File: config.mk
export PLATFORM = sky130hd
export DESIGN_NAME = checkout_monitor
export DESIGN_NICKNAME = d
export VERILOG_FILES = /design/src/rtl/checkout_pkg.sv /design/src/rtl/key_edge.sv /design/src/rtl/checkout_monitor.sv
export SDC_FILE = /design/constraint.sdc
export NUM_CORES = 1
export LEC_CHECK = 0
export ABC_AREA = 1
export CAP_MARGIN = 30
export CORE_ASPECT_RATIO = 0.7
export CORE_UTILIZATION = 52
export DETAILED_ROUTE_END_ITERATION = 10
export HOLD_SLACK_MARGIN = 0.05
export PLACE_DENSITY = 0.76
export SLEW_MARGIN = 0
export SYNTH_ARGS = -nofsm -noshare
export SYNTH_HDL_FRONTEND = slang
export SYNTH_SLANG_ARGS = --single-unit
File: constraint.sdc
create_clock -name clk -period 1.5 [get_ports clk]
set_input_delay 0.45 -clock clk [delete_from_list [all_inputs] [get_ports clk]]
set_output_delay 0.45 -clock clk [all_outputs]
set_load 0.03 [all_outputs]
File: src/rtl/checkout_pkg.sv
// Shared types and constants for the checkout monitor: FSM state encoding,
// BCD/stolen-count limits and the two-digit BCD increment helper.
package checkout_pkg;

  typedef enum logic {IDLE, ALARM} chk_state_t;

  localparam logic [3:0] BCD_MAX_DIGIT = 4'd9;
  localparam logic [3:0] STOLEN_MAX    = 4'd15;

  // Two-digit BCD increment; 99 wraps to 00.
  function automatic logic [7:0] bcd_inc(input logic [3:0] tens, input logic [3:0] ones);
    if (ones != BCD_MAX_DIGIT) return {tens, ones + 4'd1};
    if (tens != BCD_MAX_DIGIT) return {tens + 4'd1, 4'd0};
    return 8'h00;
  endfunction

endpackage

File: src/rtl/key_edge.sv
// Raw active-low key conditioning: 2-FF synchroniser plus falling-edge detect,
// giving a single-cycle press pulse per key press.
module key_edge (
  input  logic clk,
  input  logic reset_n,
  input  logic key_n,
  output logic press_p
);

  // [0],[1] synchronise; [2] holds the previous synchronised level.
  logic [2:0] sync_q;

  always_ff @(posedge clk or negedge reset_n) begin
    if (!reset_n) sync_q <= '1;
    else          sync_q <= {sync_q[1:0], key_n};
  end

  assign press_p = sync_q[2] & ~sync_q[1];

endmodule

File: src/rtl/checkout_monitor.sv
// Checkout monitor: counts scanned items in BCD, tallies stolen items and raises a
// blinking alarm on a stolen scan until the operator acknowledges it.
module checkout_monitor
  import checkout_pkg::*;
#(
  parameter int unsigned BLINK_CYCLES = 25_000_000
) (
  input  logic       clk,
  input  logic       reset_n,
  input  logic       scan_n,
  input  logic       ack_n,
  input  logic       discounted,
  input  logic       stolen,
  output logic [3:0] item_tens,
  output logic [3:0] item_ones,
  output logic [3:0] stolen_cnt,
  output logic       last_discount,
  output logic       alarm,
  output logic       alarm_led
);

  localparam int unsigned CntW = (BLINK_CYCLES > 1) ? $clog2(BLINK_CYCLES) : 1;
  localparam logic [CntW-1:0] BlinkMax = CntW'(BLINK_CYCLES - 1);

  logic scan_p, ack_p;

  key_edge u_scan_edge (
    .clk     (clk),
    .reset_n (reset_n),
    .key_n   (scan_n),
    .press_p (scan_p)
  );

  key_edge u_ack_edge (
    .clk     (clk),
    .reset_n (reset_n),
    .key_n   (ack_n),
    .press_p (ack_p)
  );

  chk_state_t      state_q, state_d;
  logic [3:0]      tens_q, tens_d, ones_q, ones_d;
  logic [3:0]      scnt_q, scnt_d;
  logic            ldisc_q, ldisc_d;
  logic            led_q, led_d;
  logic [CntW-1:0] blink_q, blink_d;

  always_ff @(posedge clk or negedge reset_n) begin
    if (!reset_n) begin
      state_q <= IDLE;
      tens_q  <= '0;
      ones_q  <= '0;
      scnt_q  <= '0;
      ldisc_q <= 1'b0;
      led_q   <= 1'b0;
      blink_q <= '0;
    end else begin
      state_q <= state_d;
      tens_q  <= tens_d;
      ones_q  <= ones_d;
      scnt_q  <= scnt_d;
      ldisc_q <= ldisc_d;
      led_q   <= led_d;
      blink_q <= blink_d;
    end
  end

  always_comb begin
    state_d = state_q;
    tens_d  = tens_q;
    ones_d  = ones_q;
    scnt_d  = scnt_q;
    ldisc_d = ldisc_q;
    led_d   = led_q;
    blink_d = blink_q;
    unique case (state_q)
      IDLE: begin
        // ack is meaningless here, so a simultaneous ack never blocks a scan.
        if (scan_p) begin
          {tens_d, ones_d} = bcd_inc(tens_q, ones_q);
          ldisc_d = discounted;
          if (stolen) begin
            if (scnt_q != STOLEN_MAX) scnt_d = scnt_q + 4'd1;
            state_d = ALARM;
            blink_d = '0;
            led_d   = 1'b1;
          end
        end
      end
      ALARM: begin
        if (ack_p) begin
          state_d = IDLE;
          blink_d = '0;
          led_d   = 1'b0;
        end else if (blink_q == BlinkMax) begin
          blink_d = '0;
          led_d   = ~led_q;
        end else begin
          blink_d = blink_q + 1'b1;
        end
      end
      default: state_d = IDLE;
    endcase
  end

  assign item_tens     = tens_q;
  assign item_ones     = ones_q;
  assign stolen_cnt    = scnt_q;
  assign last_discount = ldisc_q;
  assign alarm         = (state_q == ALARM);
  assign alarm_led     = led_q;

endmodule

==> results.sh, run 1 <==
export IMPL_cp_arrival_ns=1.71
export IMPL_fp_dieArea_sq_um=4991
export IMPL_critical_path_slowest_cell="dfrtp_1"
export IMPL_async_flop_share=1.000
export IMPL_slew_limit_headroom=0.8010
export IMPL_setup_tns_ns=-0.01673
export IMPL_grt_setup_unrepaired="true"
export IMPL_final_core_util=0.7119
export IMPL_cts_max_level=2
export IMPL_antenna_violations_before_repair=0
export IMPL_post_synth_instance_area_sq_um=2449
export IMPL_dp_hpwl_um=4222
export IMPL_cts_inserted_buffers=5
export IMPL_die_height_um=59.41
export IMPL_fin_nets=381
export IMPL_clk_slew_on_worst_s_h_paths_ns=0.09
export IMPL_cp_buffers_inverters=2
export IMPL_mappedNetlistNets=320
export IMPL_synth_flop_cell="dfrtp_1"
export IMPL_route_detailed_wl_per_inst_um=13.58
export IMPL_clock_path_buffers=2
export IMPL_drv_cap=0
export IMPL_transition_at_the_pin_with_the_smallest_max_transition_slack_ns=0.2962
export IMPL_layout_cells_most_common="nand2_1"
export IMPL_std_cell_rows=20
export IMPL_power_per_unit_of_standard_cell_area_nw_per_um2=1167
export IMPL_detailedRoute_firstIterationViolations=153
export IMPL_reg2reg_setup_slack_ns=-0.007
export IMPL_flow_area_growth_from_synthesis_pct=28.77
export IMPL_synth_enable_flop_cells=0
export IMPL_postRouteAntennaNets=0
export IMPL_cp_start_kind="flip-flop"
export IMPL_fmaxAchievable_ghz=0.6637
export IMPL_ios=21
export IMPL_worst_stage_delay_on_the_critical_path_ns=0.37
export IMPL_ys_warnings_count=0
export IMPL_first_pass_grt_wire_length_um=9791
export IMPL_synth_sequential_area_ratio=0.4732
export IMPL_worstPathCellList="ha_2 > nand3_2 > inv_2 > nand2_2 > nor2_1 > nand2_1 > nand2_2 > nand2_4 > buf_12 > nand2_4 > nor2_4"
export IMPL_chipWidth_um=84.02
export IMPL_cellLeakagePower_nw=1.529
export IMPL_timing_final_crit_period_ns=1.507
export IMPL_post_route_drc_count=4
export IMPL_finClkSkew_ns=0.006544
export IMPL_global_route_overflow_total=0
export IMPL_post_route_worst_setup_slack_ns=-0.006632
export IMPL_post_route_period_util=1.004
export IMPL_regToRegEndpoint="blink_q[14]"
export IMPL_path_delay_family="simple AND/OR/NAND/NOR gates"
export IMPL_place_congestion=0.8789
export IMPL_synth_area_leader_cell="dfrtp_1"
export IMPL_crit_fanout=5
export IMPL_worst_r2r_path_depth=11
export IMPL_ys_ff_latch=46
export IMPL_yosysTopAreaCellShare=0.4088
export IMPL_first_global_vias=2115
export IMPL_floorplan_initialDensity=0.5528
export IMPL_critical_path_endpoint_type="flip-flop"
export IMPL_syn_inst=310
export IMPL_vias=2219
export IMPL_vdd_ir_drop_max_uv=1114
export IMPL_final_cells=427
export IMPL_crit_required_ns=1.70
export IMPL_i_o_buffers=20
export IMPL_final_max_slew_viol_count=0
export IMPL_regToRegStartpoint="blink_q[1]"
export IMPL_violations="DRC, setup timing"
export IMPL_tritoncts="yes"
export IMPL_grt_start_max_net_pins=47
export IMPL_run_status="complete, but fails checks"
export IMPL_routed_via_density=5.197
export IMPL_diodes=0
export IMPL_detailedRoute_firstPassIterationCount=7
export IMPL_holdWs_ns=0.1015
export IMPL_clock_sink_count=46
export IMPL_class_of_the_tightest_hold_or_removal_check="input pin to asynchronous set/reset pin"
export IMPL_syn_area_per_cell_sq_um=7.899
export IMPL_core_area_sq_um=4429
export IMPL_synth_top_cells_by_area="dfrtp_1 41%, nand2_1 13%, nor2_1 7.1%, dfstp_2 6.4%, inv_1 5.8%"
export IMPL_setup_violations=3
export IMPL_gr_usage_all_layers=0.2597
export IMPL_yosys_cell_types_count=27
export IMPL_path_class="flip-flop to flip-flop"
export IMPL_power_total_mw=3.681
export IMPL_placed_cells=416
export IMPL_final_layout_size_suffix_gt1_frac=0.2876
export IMPL_worst_skew_pair_late_latency_ns=0.31
export IMPL_layout_cells_most_common_list="77 x nand2_1, 43 x buf_4, 40 x nor2_1"
export IMPL_drt_total_wl_um=5800
export IMPL_finalHoldViolCount=0
export IMPL_clock_root_buffer="clkbuf_8"
-- logic make-up (layout without fill, tap and decap cells) --
family,count (synthesis),in the layout,share of synthesized area
multiplexers,3,3,0.01329
AO/OA/AOI/OAI,14,14,0.03117
buffers and inverters,43,105,0.07205
adder cells (fa/ha/maj),4,4,0.02044
XOR/XNOR,13,13,0.04650
flip-flops,46,46,0.4732
AND/OR/NAND/NOR,187,187,0.3434
-- power by group --
group / total [mW] / leakage [nW] / switching, mW / internal (mW)
Combinational: 1.15 / 0.884 / 0.673 / 0.474
Sequential: 1.58 / 0.595 / 0.161 / 1.42
Clock: 0.950 / 0.0504 / 0.454 / 0.496
-- routing by layer --
layer	vias up	track usage	share of wire
li1	1097	-	-
met1	1065	0.3744	0.50
met2	49	0.3911	0.43
met3	8	0.05014	0.053
met4	0	0.1010	0.014
met5	-	0	0
-- Yosys cell counts, types with 2 or more instances --
| library cell | count |
|---|---|
| nand2_1 | 84 |
| nor2_1 | 46 |
| dfrtp_1 | 40 |
| inv_1 | 38 |
| nand3_1 | 27 |
| nor3_1 | 9 |
| xor2_1 | 8 |
| nand4_1 | 7 |
| o21ai_0 | 7 |
| dfstp_2 | 6 |
| xnor2_1 | 5 |
| a21oi_1 | 4 |
| ha_1 | 4 |
| nor2_4 | 4 |
| inv_2 | 3 |
| nand2_2 | 3 |
| buf_6 | 2 |
| mux2_2 | 2 |
| o21bai_1 | 2 |
| or2_2 | 2 |
-- sequential cells by signal, summed over array words and instances (netlist names) --
signal / count
alarm_led: 1
u_scan_edge.sync_q: 3
item_ones: 4
u_ack_edge.sync_q: 3
alarm: 1
blink_q: 25
item_tens: 4
last_discount: 1
stolen_cnt: 4
-- worst max path at each step --
stage / start / endpoint / slack (ns) / depth (start not counted)
after floorplan: item_ones[3] / item_tens[2] / 0.04 / 8
after global placement: stolen / blink_q[13] / -0.28 / 8
after detailed placement: stolen / blink_q[13] / -0.32 / 9
after CTS: stolen / blink_q[13] / 0.002 / 9
after global routing: blink_q[1] / blink_q[20] / -0.12 / 11
final: blink_q[1] / blink_q[14] / -0.007 / 11
-- worst register-to-register path, cell delays in order (launching register included) --
cell and delay (ns):
dfrtp_1 0.37, ha_2 0.20, nand3_2 0.08, inv_2 0.08
nand2_2 0.06, nor2_1 0.10, nand2_1 0.07, nand2_2 0.10
nand2_4 0.10, buf_12 0.15, nand2_4 0.06, nor2_4 0.03
-- layout make-up --
type	count	area, sq um
clock inverters	3	45.04
inverters	41	156.4
well taps	55	68.82
flip-flops and latches	46	1160
multi-input cells	221	1204
repair buffers	56	450.4
clock buffers	5	68.82
fillers	321	1276
-- per-stage QoR --
stage | instance area (sq um) | setup slack, ns
final | 3153 | -0.006632
after global routing | 3153 | -0.1201
after CTS | 3093 | 0.002127
after detailed placement | 2938 | -0.3233
after global placement | 2938 | -0.2841
after floorplan | 2449 | 0.04185
-- repair_timing --
item / in CTS / in global routing
setup endpoints to repair: 25 / 32
cloned: 0 / 0
buffers inserted: 2 / 1
resized for setup: 20 / 28
pin swaps: 5 / 5
hold buffers: 0 / 0
Power figures use the tool's default switching activity.
==> inputs of run 2 (changes only) <==
Settings changed: PLACE_DENSITY 0.76 to 0.75, SYNTH_HIERARCHICAL from default to 1.
==> results.sh, run 2 <==
export IMPL_run_status="complete, but fails checks"
export IMPL_violations="setup timing"
export IMPL_clock_root_buffer="clkbuf_8"
export IMPL_crit_required_ns=1.75
export IMPL_switchingPower_mw=1.368
export IMPL_synth_area_leader_cell="dfrtp_1"
export IMPL_yosys_cell_types_count=29
export IMPL_global_route_overflow_total=0
export IMPL_vdd_ir_drop_max_uv=1109
export IMPL_class_of_the_tightest_hold_or_removal_check="input pin to asynchronous set/reset pin"
export IMPL_combinational_family_with_the_most_area_after_synthesis="simple AND/OR/NAND/NOR gates"
export IMPL_synth_enable_flop_cells=0
export IMPL_switch_share=0.3785
export IMPL_dp_hpwl_um=4222
export IMPL_diodes=0
export IMPL_final_max_slew_viol_count=0
export IMPL_async_flop_share=1.000
export IMPL_cp_start_kind="flip-flop"
export IMPL_drv_cap=0
export IMPL_post_route_worst_setup_slack_ns=-0.01959
export IMPL_transition_at_the_pin_with_the_smallest_max_transition_slack_ns=0.3673
export IMPL_synth_area_mux_share=0
export IMPL_grt_start_max_net_pins=47
export IMPL_place_congestion=0.9684
export IMPL_slew_limit_headroom=0.7542
export IMPL_detailedRoute_firstPassIterationCount=4
export IMPL_setup_violations=7
export IMPL_vias=2289
export IMPL_clock_sink_count=46
export IMPL_fin_nets=407
export IMPL_route_detailed_wl_per_inst_um=12.99
export IMPL_cellLeakagePower_nw=1.536
export IMPL_timing_final_crit_period_ns=1.520
export IMPL_syn_inst=331
export IMPL_share_comb_of_total_power=0.346
export IMPL_regToRegEndpoint="blink_q[23]"
export IMPL_synth_sequential_area_ratio=0.4537
export IMPL_power_per_unit_of_standard_cell_area_nw_per_um2=1096
export IMPL_core_area_sq_um=4529
export IMPL_antenna_violations_before_repair=0
export IMPL_critical_path_endpoint_type="flip-flop"
export IMPL_synth_simple_gate_area_frac=0.3831
export IMPL_fraction_of_the_mapped_netlist_area_in_compound_gates=0.02499
export IMPL_drt_total_wl_um=6029
export IMPL_cts_inserted_buffers=5
export IMPL_largest_register_ff_count=25
export IMPL_power_clock_fraction=0.208
export IMPL_chipWidth_um=85.76
export IMPL_first_global_vias=2078
export IMPL_postRouteAntennaNets=0
export IMPL_clk_slew_on_worst_s_h_paths_ns=0.10
export IMPL_ys_warnings_count=6
export IMPL_ys_ff_latch=46
export IMPL_fmaxAchievable_ghz=0.6581
export IMPL_synth_top_cells_by_area="dfrtp_1 39%, nand2_1 13%, nor2_1 8.8%, dfstp_2 6.2%, inv_1 6.2%"
export IMPL_globalRoute_busiestLayer="met1"
export IMPL_ios=21
export IMPL_crit_fanout=6
export IMPL_path_class="flip-flop to flip-flop"
export IMPL_clock_path_buffers=2
export IMPL_global_route_usage_met3=0.05850
export IMPL_synth_commonest_cells="86 x nand2_1, 60 x nor2_1, 42 x inv_1"
export IMPL_regToRegStartpoint="blink_q[0]"
export IMPL_grt_setup_unrepaired="true"
export IMPL_cts_max_level=2
export IMPL_layout_cells_most_common_list="79 x nand2_1, 55 x nor2_1, 48 x buf_4"
export IMPL_placed_cells=450
export IMPL_synth_adder_area_share=0.01960
export IMPL_count_of_filler_cells_inserted_in_the_layout=342
export IMPL_worst_skew_pair_late_latency_ns=0.31
export IMPL_global_route_usage_met2=0.3680
export IMPL_detailedRoute_firstIterationViolations=193
export IMPL_yosys_cell_count_top_type="nand2_1"
export IMPL_routed_via_density=4.933
export IMPL_globalRouteMet1Util=0.3722
export IMPL_post_synth_instance_area_sq_um=2554
export IMPL_synth_xor_area_frac=0.03773
export IMPL_synth_flop_cell="dfrtp_1"
export IMPL_floorplan_initialDensity=0.5638
export IMPL_finalHoldViolCount=0
export IMPL_post_route_drc_count=0
export IMPL_finClkSkew_ns=0.01757
export IMPL_worst_r2r_path_depth=10
export IMPL_syn_area_per_cell_sq_um=7.715
export IMPL_i_o_buffers=20
export IMPL_first_pass_grt_wire_length_um=9777
export IMPL_reg2reg_setup_slack_ns=-0.02
export IMPL_std_cell_rows=20
export IMPL_final_layout_size_suffix_gt1_frac=0.3166
export IMPL_die_height_um=60.63
export IMPL_layout_cells_most_common="nand2_1"
export IMPL_gr_usage_all_layers=0.2495
export IMPL_mappedNetlistNets=341
export IMPL_max_flop_register="blink_q"
export IMPL_cp_arrival_ns=1.77
export IMPL_yosysTopAreaCellShare=0.3920
export IMPL_seq_power_share=0.446
export IMPL_flow_area_growth_from_synthesis_pct=29.15
export IMPL_fp_dieArea_sq_um=5200
export IMPL_power_total_mw=3.615
export IMPL_postCtsHoldBufs=0
export IMPL_final_cells=464
export IMPL_post_route_period_util=1.013
export IMPL_tritoncts="yes"
export IMPL_holdWs_ns=0.1072
export IMPL_internal_power_mw=2.247
[run 2: cell types whose count changed in the layout (fill, tap and decap cells not counted), sizes merged, moves of 3 or more]
cell / delta
buf: +9
nor3: -6
nand3: -7
nor2: +27
nand2: +7
clkinv: +3
[run 2: worst max path at each step]
stage	from	to	depth (start not counted)
global route	blink_q[0]	blink_q[16]	10
floorplan	u_scan_edge/sync_q[2]	blink_q[10]	8
global placement	stolen	blink_q[16]	8
CTS	u_scan_edge/sync_q[2]	blink_q[21]	10
finish	blink_q[0]	blink_q[23]	10
detailed placement	stolen	stolen_cnt[3]	6
[run 2: stage by stage]
step	worst slack [ns]	util	setup TNS (ns)	area, sq um
floorplan	0.02329	-	0	2554
CTS	-0.02815	0.7144	-0.08853	3236
finish	-0.01959	0.7282	-0.07340	3298
detailed placement	-0.3663	0.6751	-8.421	3058
global placement	-0.3186	0.6751	-7.470	3058
global route	-0.1330	0.7282	-2.069	3298
[run 2: final cells by class]
| type | count | area [sq um] | area share |
|---|---|---|---|
| Sequential cell | 46 | 1160 | 0.3517 |
| Inverter | 44 | 177.7 | 0.05387 |
| Tap cell | 66 | 82.58 | 0.02504 |
| Multi-Input combinational cell | 238 | 1284 | 0.3892 |
| Clock buffer | 6 | 72.57 | 0.02200 |
| Clock inverter | 2 | 10.01 | 0.003035 |
| Timing Repair Buffer | 62 | 511.7 | 0.1552 |
[run 2: kinds of logic (layout without fill, tap and decap cells)]
group,count (synthesis),count (layout)
XOR/XNOR,11,11
buffers and inverters,47,114
AO/OA/AOI/OAI,12,12
adder cells (fa/ha/maj),4,4
AND/OR/NAND/NOR,211,211
flip-flops,46,46
[run 2: worst max-delay path, cell delays in order, from the launching register on]
cell and delay [ns]:
dfrtp_1 0.38, buf_4 0.13, buf_4 0.11, inv_1 0.06, nor2_4 0.16, nand3_4 0.11, nor2_4 0.22, nand2_1 0.10
nand2_1 0.07, nand2_1 0.07, nor2_2 0.08
[run 2: metal layers]
layer  routed length (um)  part of all wire  up-vias
li1                     -                 -     1158
met1                 2975              0.49     1053
met2                 2567              0.43       71
met3                  417             0.069        7
met4                   68             0.011        0
met5                    0                 0        -
[run 2: power by group through the flow]
stage               logic [mW]  registers, mW  clock network, mW
global route              1.36           1.64              0.814
global placement          1.15           1.62                  0
finish                    1.25           1.61              0.754
detailed placement        1.18           1.62                  0
floorplan                0.424           1.89                  0
CTS                       1.22           1.61              0.767
[run 2: what timing repair did]
| item | in CTS | in global routing |
|---|---|---|
| endpoints found under the setup margin | 25 | 33 |
| buffers inserted | 5 | 1 |
| cloned | 0 | 0 |
| pin swaps | 9 | 11 |
| gates resized for setup | 20 | 22 |
